File: config.mk
export PLATFORM = sky130hd
export DESIGN_NAME = fir_output_decimator
export DESIGN_NICKNAME = d
export VERILOG_FILES = /design/src/rtl/fir_output_decimator.sv
export SDC_FILE = /design/constraint.sdc
export NUM_CORES = 1
export LEC_CHECK = 0
export ABC_AREA = 1
export ABC_CLOCK_PERIOD_IN_PS = 3100
export BUFFER_PORTS_ARGS = -buffer_cell sky130_fd_sc_hd__buf_2
export CORE_MARGIN = 4
export CORE_UTILIZATION = 40
export CTS_CLUSTER_SIZE = 25
export DETAILED_ROUTE_END_ITERATION = 8
export PLACE_DENSITY = 0.55
export SETUP_SLACK_MARGIN = 0.5
export SLEW_MARGIN = 5
export SYNTH_ARGS = -nofsm -noshare
export SYNTH_HDL_FRONTEND = slang
export SYNTH_SLANG_ARGS = --single-unit
File: constraint.sdc
create_clock -name clk -period 3.1 [get_ports clk]
set_input_delay 0 -clock clk [delete_from_list [all_inputs] [get_ports clk]]
set_output_delay 0 -clock clk [all_outputs]
set_load 0.02 [all_outputs]
File: src/rtl/fir_output_decimator.sv
// fir_output_decimator
//   Decimates the FIR output stream by DECIM, requantizes each kept sample
//   (round-half-up, arithmetic right shift by SHIFT, saturate to OUT_W bits)
//   and buffers results in a show-ahead FIFO with a valid/ready output.
//
// Ports
//   clk        system clock, rising edge
//   reset      synchronous, active-high reset
//   in_valid   in_data carries a new FIR sample
//   in_data    signed FIR sample (IN_W bits)
//   out_valid  FIFO not empty, out_data valid
//   out_ready  downstream accepts out_data this cycle
//   out_data   signed requantized sample at FIFO head (OUT_W bits)
//   sat_pulse  the sample just captured in the quant register was clipped
//   overflow   sticky: a sample was dropped on a full FIFO
//   level      current FIFO occupancy
module fir_output_decimator #(
    parameter int unsigned IN_W       = 32,
    parameter int unsigned OUT_W      = 16,
    parameter int unsigned SHIFT      = 15,
    parameter int unsigned DECIM      = 4,
    parameter int unsigned FIFO_DEPTH = 8
) (
    input  logic                            clk,
    input  logic                            reset,
    input  logic                            in_valid,
    input  logic signed [IN_W-1:0]          in_data,
    output logic                            out_valid,
    input  logic                            out_ready,
    output logic signed [OUT_W-1:0]         out_data,
    output logic                            sat_pulse,
    output logic                            overflow,
    output logic [$clog2(FIFO_DEPTH):0]     level
);

    localparam int unsigned PTR_W = $clog2(FIFO_DEPTH);
    localparam int unsigned PH_W  = (DECIM > 1) ? $clog2(DECIM) : 1;
    localparam int unsigned EXT_W = IN_W + 1;

    localparam logic signed [EXT_W-1:0] RND     = EXT_W'(1) << (SHIFT - 1);
    localparam logic signed [EXT_W-1:0] SAT_MAX = (EXT_W'(1) << (OUT_W - 1)) - EXT_W'(1);
    localparam logic signed [EXT_W-1:0] SAT_MIN = -SAT_MAX - EXT_W'(1);

    // ---------------- decimation ----------------
    logic [PH_W-1:0] phase_q, phase_d;
    logic            keep;

    always_comb begin
        phase_d = phase_q;
        if (in_valid) begin
            phase_d = (phase_q == PH_W'(DECIM - 1)) ? '0 : phase_q + PH_W'(1);
        end
    end

    assign keep = in_valid && (phase_q == '0);

    // ---------------- requantize ----------------
    // One extra bit of headroom so adding the rounding constant never wraps.
    logic signed [EXT_W-1:0] ext, rounded, shifted;
    logic signed [OUT_W-1:0] q_data_d;
    logic                    clip;

    always_comb begin
        ext      = {in_data[IN_W-1], in_data};
        rounded  = ext + RND;
        shifted  = rounded >>> SHIFT;
        clip     = 1'b0;
        q_data_d = shifted[OUT_W-1:0];
        if (shifted > SAT_MAX) begin
            q_data_d = SAT_MAX[OUT_W-1:0];
            clip     = 1'b1;
        end else if (shifted < SAT_MIN) begin
            q_data_d = SAT_MIN[OUT_W-1:0];
            clip     = 1'b1;
        end
    end

    logic                    q_valid_q, sat_q;
    logic signed [OUT_W-1:0] q_data_q;

    always_ff @(posedge clk) begin
        if (reset) begin
            phase_q   <= '0;
            q_valid_q <= 1'b0;
            sat_q     <= 1'b0;
            q_data_q  <= '0;
        end else begin
            phase_q   <= phase_d;
            q_valid_q <= keep;
            sat_q     <= keep && clip;
            if (keep) begin
                q_data_q <= q_data_d;
            end
        end
    end

    // ---------------- output FIFO ----------------
    logic signed [OUT_W-1:0] mem_q [FIFO_DEPTH];
    logic [PTR_W-1:0]        wr_ptr_q, rd_ptr_q;
    logic [PTR_W:0]          level_q;
    logic signed [OUT_W-1:0] last_q;
    logic                    ovf_q;
    logic                    full, empty, push, pop, drop;

    assign full  = (level_q == (PTR_W + 1)'(FIFO_DEPTH));
    assign empty = (level_q == '0);
    assign pop   = !empty && out_ready;
    // A pop in the same cycle frees the slot, so a full FIFO can still accept.
    assign push  = q_valid_q && (!full || pop);
    assign drop  = q_valid_q && full && !pop;

    always_ff @(posedge clk) begin
        if (push) begin
            mem_q[wr_ptr_q] <= q_data_q;
        end
    end

    always_ff @(posedge clk) begin
        if (reset) begin
            wr_ptr_q <= '0;
            rd_ptr_q <= '0;
            level_q  <= '0;
            last_q   <= '0;
            ovf_q    <= 1'b0;
        end else begin
            if (push) begin
                wr_ptr_q <= wr_ptr_q + PTR_W'(1);
            end
            if (pop) begin
                rd_ptr_q <= rd_ptr_q + PTR_W'(1);
                last_q   <= mem_q[rd_ptr_q];
            end
            case ({push, pop})
                2'b10:   level_q <= level_q + (PTR_W + 1)'(1);
                2'b01:   level_q <= level_q - (PTR_W + 1)'(1);
                default: level_q <= level_q;
            endcase
            if (drop) begin
                ovf_q <= 1'b1;
            end
        end
    end

    // When empty, show the last popped value so stale RAM contents from before
    // a reset never reach the output.
    assign out_valid = !empty;
    assign out_data  = empty ? last_q : mem_q[rd_ptr_q];
    assign sat_pulse = sat_q;
    assign overflow  = ovf_q;
    assign level     = level_q;

endmodule

-- Word-level counts from Yosys, hierarchy flattened
Memories as Yosys holds them, arrays and structs flattened. A register that Yosys moved wholly into a read port is not among the register bits.
Index checks and enable logic that the tools add are counted.
- word-level logic and storage cells: 46
- bits in writable memories: 128
- memories: 1
- bits of input ports: 36
- bits in registers: 47
- output and inout port bits: 23
- memories (name ; depth ; width ; rd ports ; clocked after memory_dff ; write ports ; RTL line ; RTL):
    mem_q ; 8 ; 16 ; 1 ; 1 ; 1 ; 98 ; logic signed [OUT_W-1:0] mem_q [FIFO_DEPTH];
- equal/unequal tests: 4
- $add $sub $neg: 6
- multiplexer cells: 11
- order comparisons: 2
- reduce and logical (&&, ||, !) cells: 13
- operators by type and width (kind ; count):
    16-bit 2-to-1 mux ; 3
    32-bit by 16-bit adder with 33-bit output, second input constant ; 1
    18-bit by 16-bit > comparator with 1-bit output, second input constant ; 1
    18-bit by 16-bit less-than comparator with 1-bit output, second input constant ; 1
    4-bit one-hot mux with 2 select lines ; 1
    3-bit by 1-bit adder with 3-bit output, second input constant ; 2
    1-bit logical AND ; 6
    3-bit 2-to-1 mux ; 2
    4-bit by 1-bit adder with 4-bit output, second input constant ; 1
    2-bit equality test, second input constant ; 2
    4-bit equality test, second input constant ; 1
    4-bit zero test ; 1
    1-bit 2-to-1 mux ; 4
    4-bit by 1-bit subtractor with 4-bit output, second input constant ; 1
    1-bit zero test ; 3
    2-bit by 1-bit adder with 2-bit output, second input constant ; 1
    2-bit by 1-bit equality test with 1-bit output, second input constant ; 1
    2-bit zero test ; 1
    2-bit 2-to-1 mux ; 1
    2-bit nonzero test ; 1
    1-bit logical OR ; 1

-- Logic depth before layout (Yosys ltp)
Gate-level depths: netlist of run 1.
- depth after elaboration: 7
- gate-level depth with buffers: 14

-- Worst setup path after synthesis of run 1
OpenSTA, ideal clock, no wires.
- path kind: reg-to-reg
- from: register level_q[1], in the netlist level[1]
- to: register level_q[3], in the netlist level[3]
- stages on the path, launching flop included: 15
- setup slack: 0.370 ns
- data arrival time: 2.608 ns
- data required time: 2.978 ns
- cell sequence: dfxtp_1 nor2_1 nand3_1 inv_1 nor2_1 clkbuf_1 buf_2 ha_1 ha_1 a21oi_1 nand2_1 a21oi_1 o21ai_0 o21ai_0 a21oi_1
- cells in the longest elaborated chain, start to end: 7
- elaborated cells between the ends (all ways): 13
- RTL lines (item ; RTL line ; RTL):
    start: declaration ; 100 ; logic [PTR_W:0] level_q;
    start signal: assignment ; 134 ; 2'b10: level_q <= level_q + (PTR_W + 1)'(1);
    start signal: assignment ; 135 ; 2'b01: level_q <= level_q - (PTR_W + 1)'(1);
    start signal: assignment ; 136 ; default: level_q <= level_q;
    4-bit zero test (*) ; 106 ; assign empty = (level_q == '0);
    1-bit zero test (*) ; n/a ;
    named net out_valid ; 28 ; output logic out_valid,
    1-bit logical AND (*) ; 107 ; assign pop = !empty && out_ready;
    named net pop ; 103 ; logic full, empty, push, pop, drop;
    1-bit logical OR ; 109 ; assign push = q_valid_q && (!full || pop);
    1-bit logical AND ; 109 ;
    2-bit by 1-bit equality test with 1-bit output / 2-bit equality test (equally long branches) ; 133 ; case ({push, pop})
    4-bit one-hot mux with 2 select lines / 2-bit nonzero test (equally long branches) ; n/a ;
Mark *: on every way through the listed nets, which the timed path passes. The rest lies on a longest branch.
A chain may end at the register's enable or synchronous reset.

==> results by group, run 1 <==
Power and ir drop
  • Logic pwr share: 0.320
  • Pwr/cell area: 836.7 nW/um2
  • Cell internal pwr: 4.687 mW
  • Switching share of power: 0.3575
  • Static Leak: 3.220 nW
  • NetSw: 2.608 mW
  • Final Power: 7.295 mW
  • Reg power frac: 0.400
  • Peak VDD IR: 0.4012 mV
  • Clk pwr share: 0.280

STA
  • Endpoints failing hold: 0
  • Setup violators final: 0
  • TNS Setup: 0 ns
  • Setup repair after global routing missed its margin: false
  • Final period util: 0.7628
  • Worst Tran Pin Value: 0.7528 ns
  • Max Clk Rate: 422.9 MHz
  • Max Slew Vio Count: 0
  • Clock Skews: 0.007292 ns
  • Final hold slack: 0.02030 ns
  • Slew HR: 0.4976
  • Minimum clock period: 2.365 ns

Synthesis
  • Syn Inst Count: 699
  • Post-synthesis async set-or-reset flop share: 0
  • Mean Syn Cell Area: 10.86 um2
  • Top_reg_cell synth: edfxtp_1
  • Register bit total from synthesis: 178
  • Synth Net Count: 744
  • Post-synth EDFFs: 128
  • YS warnings: 0
  • Synthesized area: 7591 um2
  • Sequential area share after synthesis: 0.6382
  • Yosys cell types: 34

Placement
  • Placed Cells: 955
  • PortBufs: 44
  • Post-DP HPWL: 10400 um
  • Final Wtd Congestion: 0.9059

Min path
  • HP Class: in2reg
  • Worst Hold Path Cells: 6
  • Hold wc startpoint: in_data[23]
  • Hold EP: q_data_q[8]

Floorplan
  • Core area: 18710 um2
  • Die area: 21250 um2
  • Die span in x: 145.8 um
  • Site row count: 50
  • # IOs: 59
  • Initial Util: 0.4058
  • Die Ht: 145.8 um

Status
  • Status: finished clean

Layout
  • Final cell count without fillers: 994
  • Area Growth Syn to Fin: 14.85%
  • Layout cells sized above 1: 0.1632
  • Core Util, Final: 0.4661
  • N_diodes: 0
  • Final net count: 792

CTS
  • CTS tree: yes
  • CTS buffer count: 17
  • CTS Buffer Depth: 2
  • PostCTS Resize Cnt: 0
  • Clock Sinks: 178
  • CTS HTree Levels: 4
  • CTS Root Cell: clkbuf_16
  • Worst skew pair latency: 0.43 ns
  • Clock-pin slew on the worst setup and hold paths: 0.07 ns

Detailed routing
  • Via count: 5174
  • ANT nets after route: 0
  • DRT Pass-1 Iters: 5
  • Detailed Route Iter0 Violations: 324
  • DRT Wirelength: 16410 um
  • WL per Instance: 16.51 um
  • Vias per std cell: 5.205
  • Drt drc: 0

Global routing
  • First-pass GRT wire length: 26210 um
  • Global Route Usage Sum: 0.1594
  • Pin count of the biggest net entering global routing: 65
  • Vias in the first global route: 5023
  • Antenna violations before repair: 0
  • Gr ovfl total: 0

Setup path
  • Crit path DAT: 2.36 ns
  • Critical R2R Capture: level[3]
  • Worst r2r path cells: 11
  • Setup crit end kind: output pin
  • Critical Setup Path Class: reg2out
  • Required @ worst endpoint: 3.10 ns
  • Worst Path Max Fanout: 64
  • Worst reg2reg startpoint: level[1]
  • Crit start category: flip-flop
  • Worst reg2reg setup slack: 0.87 ns

Job
  • Max-cap violations: 0
[sequential cells by signal (all words and copies together) (netlist names), named ones only]
| register | flops |
|---|---|
| mem_q | 128 |
| last_q | 16 |
| q_data_q | 16 |
| level | 4 |
| rd_ptr_q | 3 |
| wr_ptr_q | 3 |
| phase_q | 2 |
| overflow | 1 |
| q_valid_q | 1 |
| sat_pulse | 1 |
[routing by layer]
metal  wire [um]  global-route usage
met1        7328              0.2007
met2        8198              0.2712
met3         602             0.03457
met4         277             0.05745
met5           0                   0
[placed cells by master, fill, tap and decap left out, types with 2 or more instances in the layout]
master and instances:
ha_1 8, nand2_2 6, a21oi_1 36, xor2_1 6
nor3_1 3, o21bai_1 2, edfxtp_1 128, mux2i_1 16
nor2_2 3, xnor2_1 5, nand2_1 71, nand3_2 14
dfxtp_1 48, inv_4 2, o21ai_1 8, inv_2 2
nand3_1 11, clkinv_2 2, inv_1 42, nand4_1 3
buf_4 14, o21ai_0 85, o221ai_1 16, inv_6 3
dfxtp_2 2, clkbuf_16 19, o32ai_1 16, clkbuf_8 2
dlygate4sd3_1 7, nor2_1 120, buf_2 44, nor2_4 3
or2_2 2
[cell usage after synthesis, types with 2 or more instances]
master	number	area share
nand2_2	6	0.0049
mux2i_1	16	0.021
xor2_1	6	0.0069
nand4_1	3	0.0025
nor2_2	2	0.0016
clkbuf_1	26	0.013
o32ai_1	16	0.018
nor2_4	3	0.0044
nand3_1	12	0.0079
inv_1	42	0.021
nor2_1	121	0.060
xnor2_1	5	0.0058
buf_2	7	0.0046
o21ai_0	85	0.056
ha_1	8	0.013
nand3_2	13	0.017
o21ai_1	8	0.0053
edfxtp_1	128	0.51
buf_4	2	0.0020
nand2_1	71	0.035
dfxtp_1	50	0.13
buf_6	2	0.0030
o221ai_1	16	0.018
inv_2	2	0.00099
a21oi_1	36	0.024
nor3_1	3	0.0020
o21bai_1	2	0.0020
or2_2	2	0.0016
[how the worst max path moves through the flow]
stage / startpoint / endpoint / slack [ns] / cells past startpoint
floorplan: level[2] / level[3] / 0.57 / 14
global placement: level[1] / level[3] / 0.95 / 11
detailed placement: level[1] / level[3] / 0.89 / 11
CTS: flip-flop / out_data[6] / 0.70 / 6
global route: flip-flop / out_data[6] / 0.51 / 6
finish: flip-flop / out_data[6] / 0.74 / 6
[worst max-delay path, stage by stage (launching register included)]
cell      delay, ns
dfxtp_1        0.31
buf_4          0.49
o21ai_0        0.19
o221ai_1       0.22
o21ai_0        0.27
o21ai_0        0.23
buf_2          0.19
[cells by family after synthesis]
kind of cell | after synthesis | synth area share
simple gates | 238 | 0.1396
compound gates | 166 | 0.1284
flops | 178 | 0.6382
xor+xnor | 11 | 0.01269
mux | 16 | 0.02110
buf+inv | 81 | 0.04417
fa+ha+maj | 9 | 0.01582
[timing repair]
item | CTS | global route
hold endpoints to repair | 12 | 0
hold buffers | 7 | 0
buffers inserted | 0 | 0
[layout make-up]
class	instances	area, um2
clock inverters	9	65.06
repair buffers	66	415.4
well taps	234	292.8
flip-flops and latches	178	4847
clock buffers	23	514.2
inverters	44	165.2
multi-input cells	440	2419
fillers	1698	9987
[per-stage QoR]
step	setup WS, ns	instance area, um2
floorplan	0.5680	7599
global placement	0.9547	8069
detailed placement	0.8868	8069
CTS	0.6956	8718
global route	0.5125	8718
finish	0.7354	8718
[power by group through the flow]
stage	combinational (mW)	clock, mW	sequential (mW)
floorplan	1.64	0	2.94
global placement	2.29	0	2.95
detailed placement	2.36	0	2.96
CTS	2.37	2.09	2.91
global route	2.61	2.19	2.94
finish	2.34	2.04	2.92
No activity file was read; power rests on OpenSTA's default activity.
==> inputs of run 2 (changes only) <==
--- a/config.mk
+++ b/config.mk
@@ -5,14 +5,14 @@
 export SDC_FILE = /design/constraint.sdc
 export NUM_CORES = 1
 export LEC_CHECK = 0
-export ABC_AREA = 1
-export ABC_CLOCK_PERIOD_IN_PS = 3100
+export ABC_AREA = 0
+export ABC_CLOCK_PERIOD_IN_PS = 1950
 export BUFFER_PORTS_ARGS = -buffer_cell sky130_fd_sc_hd__buf_2
 export CORE_MARGIN = 4
 export CORE_UTILIZATION = 40
 export CTS_CLUSTER_SIZE = 25
 export DETAILED_ROUTE_END_ITERATION = 8
-export PLACE_DENSITY = 0.55
+export PLACE_DENSITY = 0.57
 export SETUP_SLACK_MARGIN = 0.5
 export SLEW_MARGIN = 5
 export SYNTH_ARGS = -nofsm -noshare
==> constraint.sdc (replaced) <==
create_clock -name clk -period 1.95 [get_ports clk]
set_input_delay 0 -clock clk [delete_from_list [all_inputs] [get_ports clk]]
set_output_delay 0 -clock clk [all_outputs]
set_load 0.02 [all_outputs]
==> results by group, run 2 <==
STA
  • Final period util: 1.219
  • Max Slew Vio Count: 0
  • Setup violators final: 152
  • Endpoints failing hold: 0
  • Max Clk Rate: 420.7 MHz
  • Minimum clock period: 2.377 ns
  • Worst Tran Pin Value: 0.6813 ns
  • Setup repair after global routing missed its margin: true
  • Slew HR: 0.5458
  • Clock Skews: 0.005971 ns
  • Fin worst setup slack: -0.4270 ns

Synthesis
  • Register bit total from synthesis: 178
  • Post-synth EDFFs: 128
  • Mean Syn Cell Area: 14.53 um2
  • Area leader, netlist: edfxtp_1
  • Post-synthesis async set-or-reset flop share: 0
  • Count leader, synth: edfxtp_1
  • Syn Inst Count: 505
  • Top_reg_cell synth: edfxtp_1
  • Synthesized area: 7340 um2
  • Post-synth top cells: 128 x edfxtp_1, 71 x nor2_1, 50 x dfxtp_1
  • YS warnings: 0
  • Sequential area share after synthesis: 0.6601
  • Yosys cell types: 45
  • Synth area leaders: edfxtp_1 52%, dfxtp_1 14%, mux4_2 9.8%, nor2_1 3.6%, a211oi_1 3.2%
  • Synth Net Count: 550
  • Post-synth top area share: 0.5237

Floorplan
  • Die span in x: 143.5 um
  • Core area: 18020 um2
  • # IOs: 59
  • Die area: 20580 um2
  • Die Ht: 143.5 um
  • Site row count: 49
  • Initial Util: 0.4072

Setup path
  • Critical path destination: level[3]
  • Required @ worst endpoint: 2.30 ns
  • Worst path buffer plus inverter count: 1
  • Crit path largest cell delay: 0.54 ns
  • CP delay by family, top: simple AND/OR/NAND/NOR gates
  • Worst reg2reg setup slack: -0.43 ns
  • Critical Path Source: level[0]
  • Crit start category: flip-flop
  • Worst r2r path cells: 9
  • Cell Chain, Critical Path: or4_4 > and2_4 > ha_4 > buf_4 > ha_4 > a21oi_4 > xnor2_2 > or3_1 > a21oi_2
  • Worst reg2reg startpoint: level[0]
  • Crit path DAT: 2.73 ns
  • Worst Path Max Fanout: 2
  • CP max stage cell: or4_4
  • CP Depth: 9
  • Critical Setup Path Class: reg2reg
  • Cell mode on critical path: ha_4
  • Setup crit end kind: flip-flop
  • Critical R2R Capture: level[3]

Detailed routing
  • WL per Instance: 20.33 um
  • DRT Pass-1 Iters: 6
  • Drt drc: 0
  • DRT Wirelength: 17750 um
  • ANT nets after route: 0
  • Vias per std cell: 5.364
  • Via count: 4683
  • Detailed Route Iter0 Violations: 216

Min path
  • HP Class: in2reg
  • Worst Hold Path Cells: 4

Layout
  • N_diodes: 0
  • Final net count: 676
  • Final cell count without fillers: 873
  • Largest Register: mem_q
  • Top flop regs: mem_q x128, last_q x16, q_data_q x16
  • Commonest non-fill, non-tap cell in the layout: edfxtp_1
  • Core Util, Final: 0.5794
  • Most frequent cells in the layout: 128 x edfxtp_1, 44 x nor2_1, 44 x dfxtp_1, 36 x buf_2, 32 x mux4_2
  • Max reg flops: 128
  • # fillers: 1366
  • Layout cells sized above 1: 0.4550
  • Cell area after layout: 10440 um2
  • Area Growth Syn to Fin: 42.30%

Global routing
  • First-pass GRT wire length: 26850 um
  • Pin count of the biggest net entering global routing: 34
  • Met3 usage: 0.03161
  • Met1 Use GR: 0.2193
  • Global Route Usage Sum: 0.1772
  • Busiest grt layer: met2
  • Met2 Use GR: 0.3138
  • Gr ovfl total: 0
  • Vias in the first global route: 4721
  • Antenna violations before repair: 0

Placement
  • Placed Cells: 774
  • PortBufs: 44
  • Final Wtd Congestion: 0.8791
  • Post-DP HPWL: 9711 um
  • Placed inst area: 8509 um2

CTS
  • CTS HTree Levels: 4
  • CTS Buffer Depth: 2
  • CTS Root Cell: clkbuf_16
  • Worst skew pair latency: 0.42 ns
  • CTS buffer count: 17
  • Clock-pin slew on the worst setup and hold paths: 0.06 ns
  • CTS tree: yes
  • Clock Sinks: 178

Status
  • Violated checks: setup timing
  • Status: finished with violations

Power and ir drop
  • Peak VDD IR: 1.568 mV
  • Pwr/cell area: 1382 nW/um2
  • Static Leak: 3.549 nW

Job
  • Max-cap violations: 0
## run 2: cell types whose count changed after synthesis, sizes merged, moves of 6 or more
| cell | before | now |
|---|---|---|
| mux4 | 0 | 32 |
| nand3 | 25 | 11 |
| nor4 | 0 | 6 |
| o21ai | 93 | 14 |
| a21oi | 36 | 25 |
| inv | 44 | 10 |
| o221ai | 16 | 0 |
| o32ai | 16 | 0 |
| nor2 | 126 | 71 |
| a211oi | 0 | 31 |
| nand2 | 78 | 16 |
| clkbuf | 26 | 18 |
## run 2: through the flow
stage | TNS [ns] | hold slack, ns | setup slack (ns) | total power, mW
3_3_place_gp | -2.490 | 0.3118 | -0.4733 | 9.152
2_1_floorplan | -2.457 | 0.1464 | -0.6962 | 8.320
3_5_place_dp | -8.383 | 0.3308 | -0.5977 | 9.302
5_1_grt | -53.02 | 0.03847 | -0.4725 | 15.13
6_report | -40.67 | 0.05021 | -0.4270 | 14.43
4_1_cts | -42.90 | 0.01291 | -0.4584 | 14.26
## run 2: logic make-up (layout without fill, tap and decap cells)
logic type	Yosys count	in the layout	synth area share
DFF	178	178	0.6601
and+or+nand+nor	122	122	0.07348
AOI/OAI and AO/OA	87	87	0.07995
muxes	51	51	0.1241
buffers and inverters	40	179	0.02455
xor gates and xnor gates	18	18	0.02148
adders and majority gates	9	9	0.01637
## run 2: report_power, final
group	total, mW	internal, mW	leakage (nW)	switching (mW)
Combinational	6.22	3.05	1.66	3.17
Sequential	4.65	4.39	1.59	0.268
Clock	3.56	2.17	0.299	1.39
Total	14.4	9.60	3.55	4.83
## run 2: per-layer routing
| layer | vias to the layer above | part of all wire |
|---|---|---|
| li1 | 2202 | - |
| met3 | 11 | 0.039 |
| met2 | 99 | 0.53 |
| met4 | 0 | 0.0095 |
| met1 | 2371 | 0.42 |
| met5 | - | 0 |
## run 2: layout make-up
class	count	area, um2	share of cell area
repair buffers	137	1590	0.1523
clock inverters	14	187.7	0.01797
inverters	10	37.54	0.003594
flip-flops and latches	178	4867	0.4660
well taps	229	286.5	0.02743
clock buffers	18	439.2	0.04205
multi-input cells	287	3035	0.2906
## run 2: tightest hold or removal path, stage by stage
cell and delay (ns):
buf_2 0.12, o31a_1 0.11, o22ai_2 0.11, a211oi_1 0.08
## run 2: how the worst min path moves through the flow
stage,from,end,slack [ns]
floorplan,in_valid,q_valid_q,0.15
global placement,in_valid,phase_q[1],0.31
detailed placement,in_valid,phase_q[1],0.33
CTS,out_ready,overflow,0.01
global route,in_data[29],q_data_q[14],0.04
finish,in_data[29],q_data_q[14],0.05
## run 2: what timing repair did
action	in CTS	in global routing
endpoints found under the hold margin	16	0
gates cloned	10	3
resized for setup	80	21
endpoints found under the setup margin	174	179
setup buffers	30	10
hold buffers	14	0
pin swaps	23	15
==> inputs of run 3 (changes only) <==
--- a/config.mk
+++ b/config.mk
@@ -13,7 +13,7 @@
 export CTS_CLUSTER_SIZE = 25
 export DETAILED_ROUTE_END_ITERATION = 8
 export PLACE_DENSITY = 0.57
-export SETUP_SLACK_MARGIN = 0.5
+export SETUP_SLACK_MARGIN = 0.2
 export SLEW_MARGIN = 5
 export SYNTH_ARGS = -nofsm -noshare
 export SYNTH_HDL_FRONTEND = slang
==> results by group, run 3 (synthesized netlist as in run 2, its figures left out) <==
Status
  • Status: finished with violations
  • Violated checks: setup timing

Global routing
  • Antenna violations before repair: 0
  • Global Route Usage Sum: 0.1674
  • Gr ovfl total: 0
  • Vias in the first global route: 4585
  • Pin count of the biggest net entering global routing: 36
  • First-pass GRT wire length: 25650 um

Floorplan
  • Site row count: 49
  • Core area: 18020 um2
  • Die span in x: 143.5 um
  • Die Ht: 143.5 um
  • Die area: 20580 um2
  • # IOs: 59
  • Initial Util: 0.4072

Setup path
  • Crit start category: flip-flop
  • Worst reg2reg startpoint: level[1]
  • Critical Setup Path Class: reg2reg
  • Worst Path Max Fanout: 3
  • Setup crit end kind: flip-flop
  • Worst r2r path cells: 9
  • Required @ worst endpoint: 2.30 ns
  • Crit path DAT: 2.70 ns
  • Critical R2R Capture: level[3]
  • Cell mode on critical path: ha_4
  • Worst path buffer plus inverter count: 0
  • CP delay by family, top: simple AND/OR/NAND/NOR gates
  • CP max stage cell: or4_4
  • Cell Chain, Critical Path: or4_4 > and2_4 > ha_4 > ha_4 > a21o_1 > a21oi_2 > xnor2_1 > or3_1 > a21oi_1
  • Crit path largest cell delay: 0.53 ns
  • Worst reg2reg setup slack: -0.41 ns

Layout
  • # fillers: 1424
  • Max reg flops: 128
  • Commonest non-fill, non-tap cell in the layout: edfxtp_1
  • Final net count: 677
  • Area Growth Syn to Fin: 35.59%
  • Top flop regs: mem_q x128, last_q x16, q_data_q x16
  • Cell area after layout: 9952 um2
  • Largest Register: mem_q
  • Layout cells sized above 1: 0.3814
  • Most frequent cells in the layout: 128 x edfxtp_1, 64 x nor2_1, 45 x dfxtp_1, 41 x buf_4, 32 x mux4_2
  • N_diodes: 0

STA
  • Minimum clock period: 2.355 ns
  • Clock Skews: 0.009712 ns
  • Fin worst setup slack: -0.4053 ns
  • Worst Tran Pin Value: 0.5063 ns
  • Slew HR: 0.6625
  • TNS Setup: -8.752 ns
  • Setup repair after global routing missed its margin: true
  • Final period util: 1.208
  • Max Clk Rate: 424.6 MHz
  • Max Slew Vio Count: 0
  • Endpoints failing hold: 0
  • Setup violators final: 114

CTS
  • CTS tree: yes
  • Worst skew pair latency: 0.42 ns
  • CTS Root Cell: clkbuf_16
  • Clock-pin slew on the worst setup and hold paths: 0.07 ns
  • CTS HTree Levels: 4
  • Clock Sinks: 178
  • CTS buffer count: 17
  • CTS Buffer Depth: 2

Power and ir drop
  • Peak VDD IR: 0.9587 mV
  • Static Leak: 3.456 nW
  • Pwr/cell area: 1328 nW/um2

Detailed routing
  • DRT Wirelength: 16780 um
  • Vias per std cell: 5.317
  • ANT nets after route: 0
  • Detailed Route Iter0 Violations: 338
  • DRT Pass-1 Iters: 4
  • Drt drc: 0
  • Via count: 4647
  • WL per Instance: 19.20 um

Placement
  • Placed inst area: 8189 um2
  • PortBufs: 44
  • Post-DP HPWL: 9558 um
  • Final Wtd Congestion: 0.8666

Min path
  • Hold EP: q_data_q[10]
  • Hold wc startpoint: in_data[25]
  • Worst Hold Path Cells: 4
  • HP Class: in2reg

Job
  • Max-cap violations: 0
run 3: how the worst max path moves through the flow:
| stage | from | end | slack, ns | cells past startpoint |
|---|---|---|---|---|
| global route | level[1] | level[3] | -0.51 | 9 |
| CTS | level[1] | level[3] | -0.39 | 9 |
| detailed placement | level[1] | level[3] | -0.40 | 9 |
| floorplan | level[1] | level[3] | -0.70 | 12 |
| global placement | level[1] | level[3] | -0.35 | 9 |
| finish | level[1] | level[3] | -0.41 | 9 |
run 3: per-layer routing:
layer | global-route usage | part of all wire | up-vias
met5 | 0 | 0 | -
met4 | 0.05996 | 0.0096 | 0
met3 | 0.02696 | 0.059 | 12
met2 | 0.2798 | 0.51 | 116
met1 | 0.2226 | 0.42 | 2322
li1 | - | - | 2197
run 3: worst reg2reg max path, cell delays in order (launching register included):
cell and delay (ns):
dfxtp_4 0.34, or4_4 0.53, and2_4 0.16, ha_4 0.17
ha_4 0.21, a21o_1 0.16, a21oi_2 0.13, xnor2_1 0.10
or3_1 0.36, a21oi_1 0.13
run 3: metrics by stage:
stage | setup slack [ns] | total power [mW] | utilization | hold slack (ns) | std cells
3_5_place_dp | -0.3973 | 8.358 | 0.4543 | 0.3233 | 782
4_1_cts | -0.3874 | 12.71 | 0.5351 | 0.02137 | 862
6_report | -0.4053 | 13.22 | 0.5521 | 0.03545 | 874
3_3_place_gp | -0.3520 | 8.242 | 0.4543 | 0.3084 | 782
2_1_floorplan | -0.6964 | 7.225 | - | 0.1464 | 505
5_1_grt | -0.5137 | 13.88 | 0.5521 | 0.06790 | 874
run 3: repair_timing:
action                                  CTS  global route
endpoints found under the setup margin  150           172
gates cloned                              8             1
hold endpoints to repair                 25             0
pin swaps                                18            19
hold buffers                             18             0
resized for setup                        59            49
buffers inserted                         22            11
run 3: layout make-up:
type                            instances  area, um2  share of cell area
Multi-Input combinational cell        287       2673              0.2685
Tap cell                              229      286.5             0.02879
Sequential cell                       178       4863              0.4887
Timing Repair Buffer                  138       1490              0.1497
Inverter                               10      40.04            0.004023
Clock buffer                           20      446.7             0.04488
Clock inverter                         12      152.6             0.01534
run 3: where the power goes:
group	internal, mW	switching (mW)	leakage (nW)	total, mW
sequential	4.38	0.246	1.59	4.63
combinational	2.57	2.57	1.58	5.14
clock	2.06	1.39	0.289	3.45
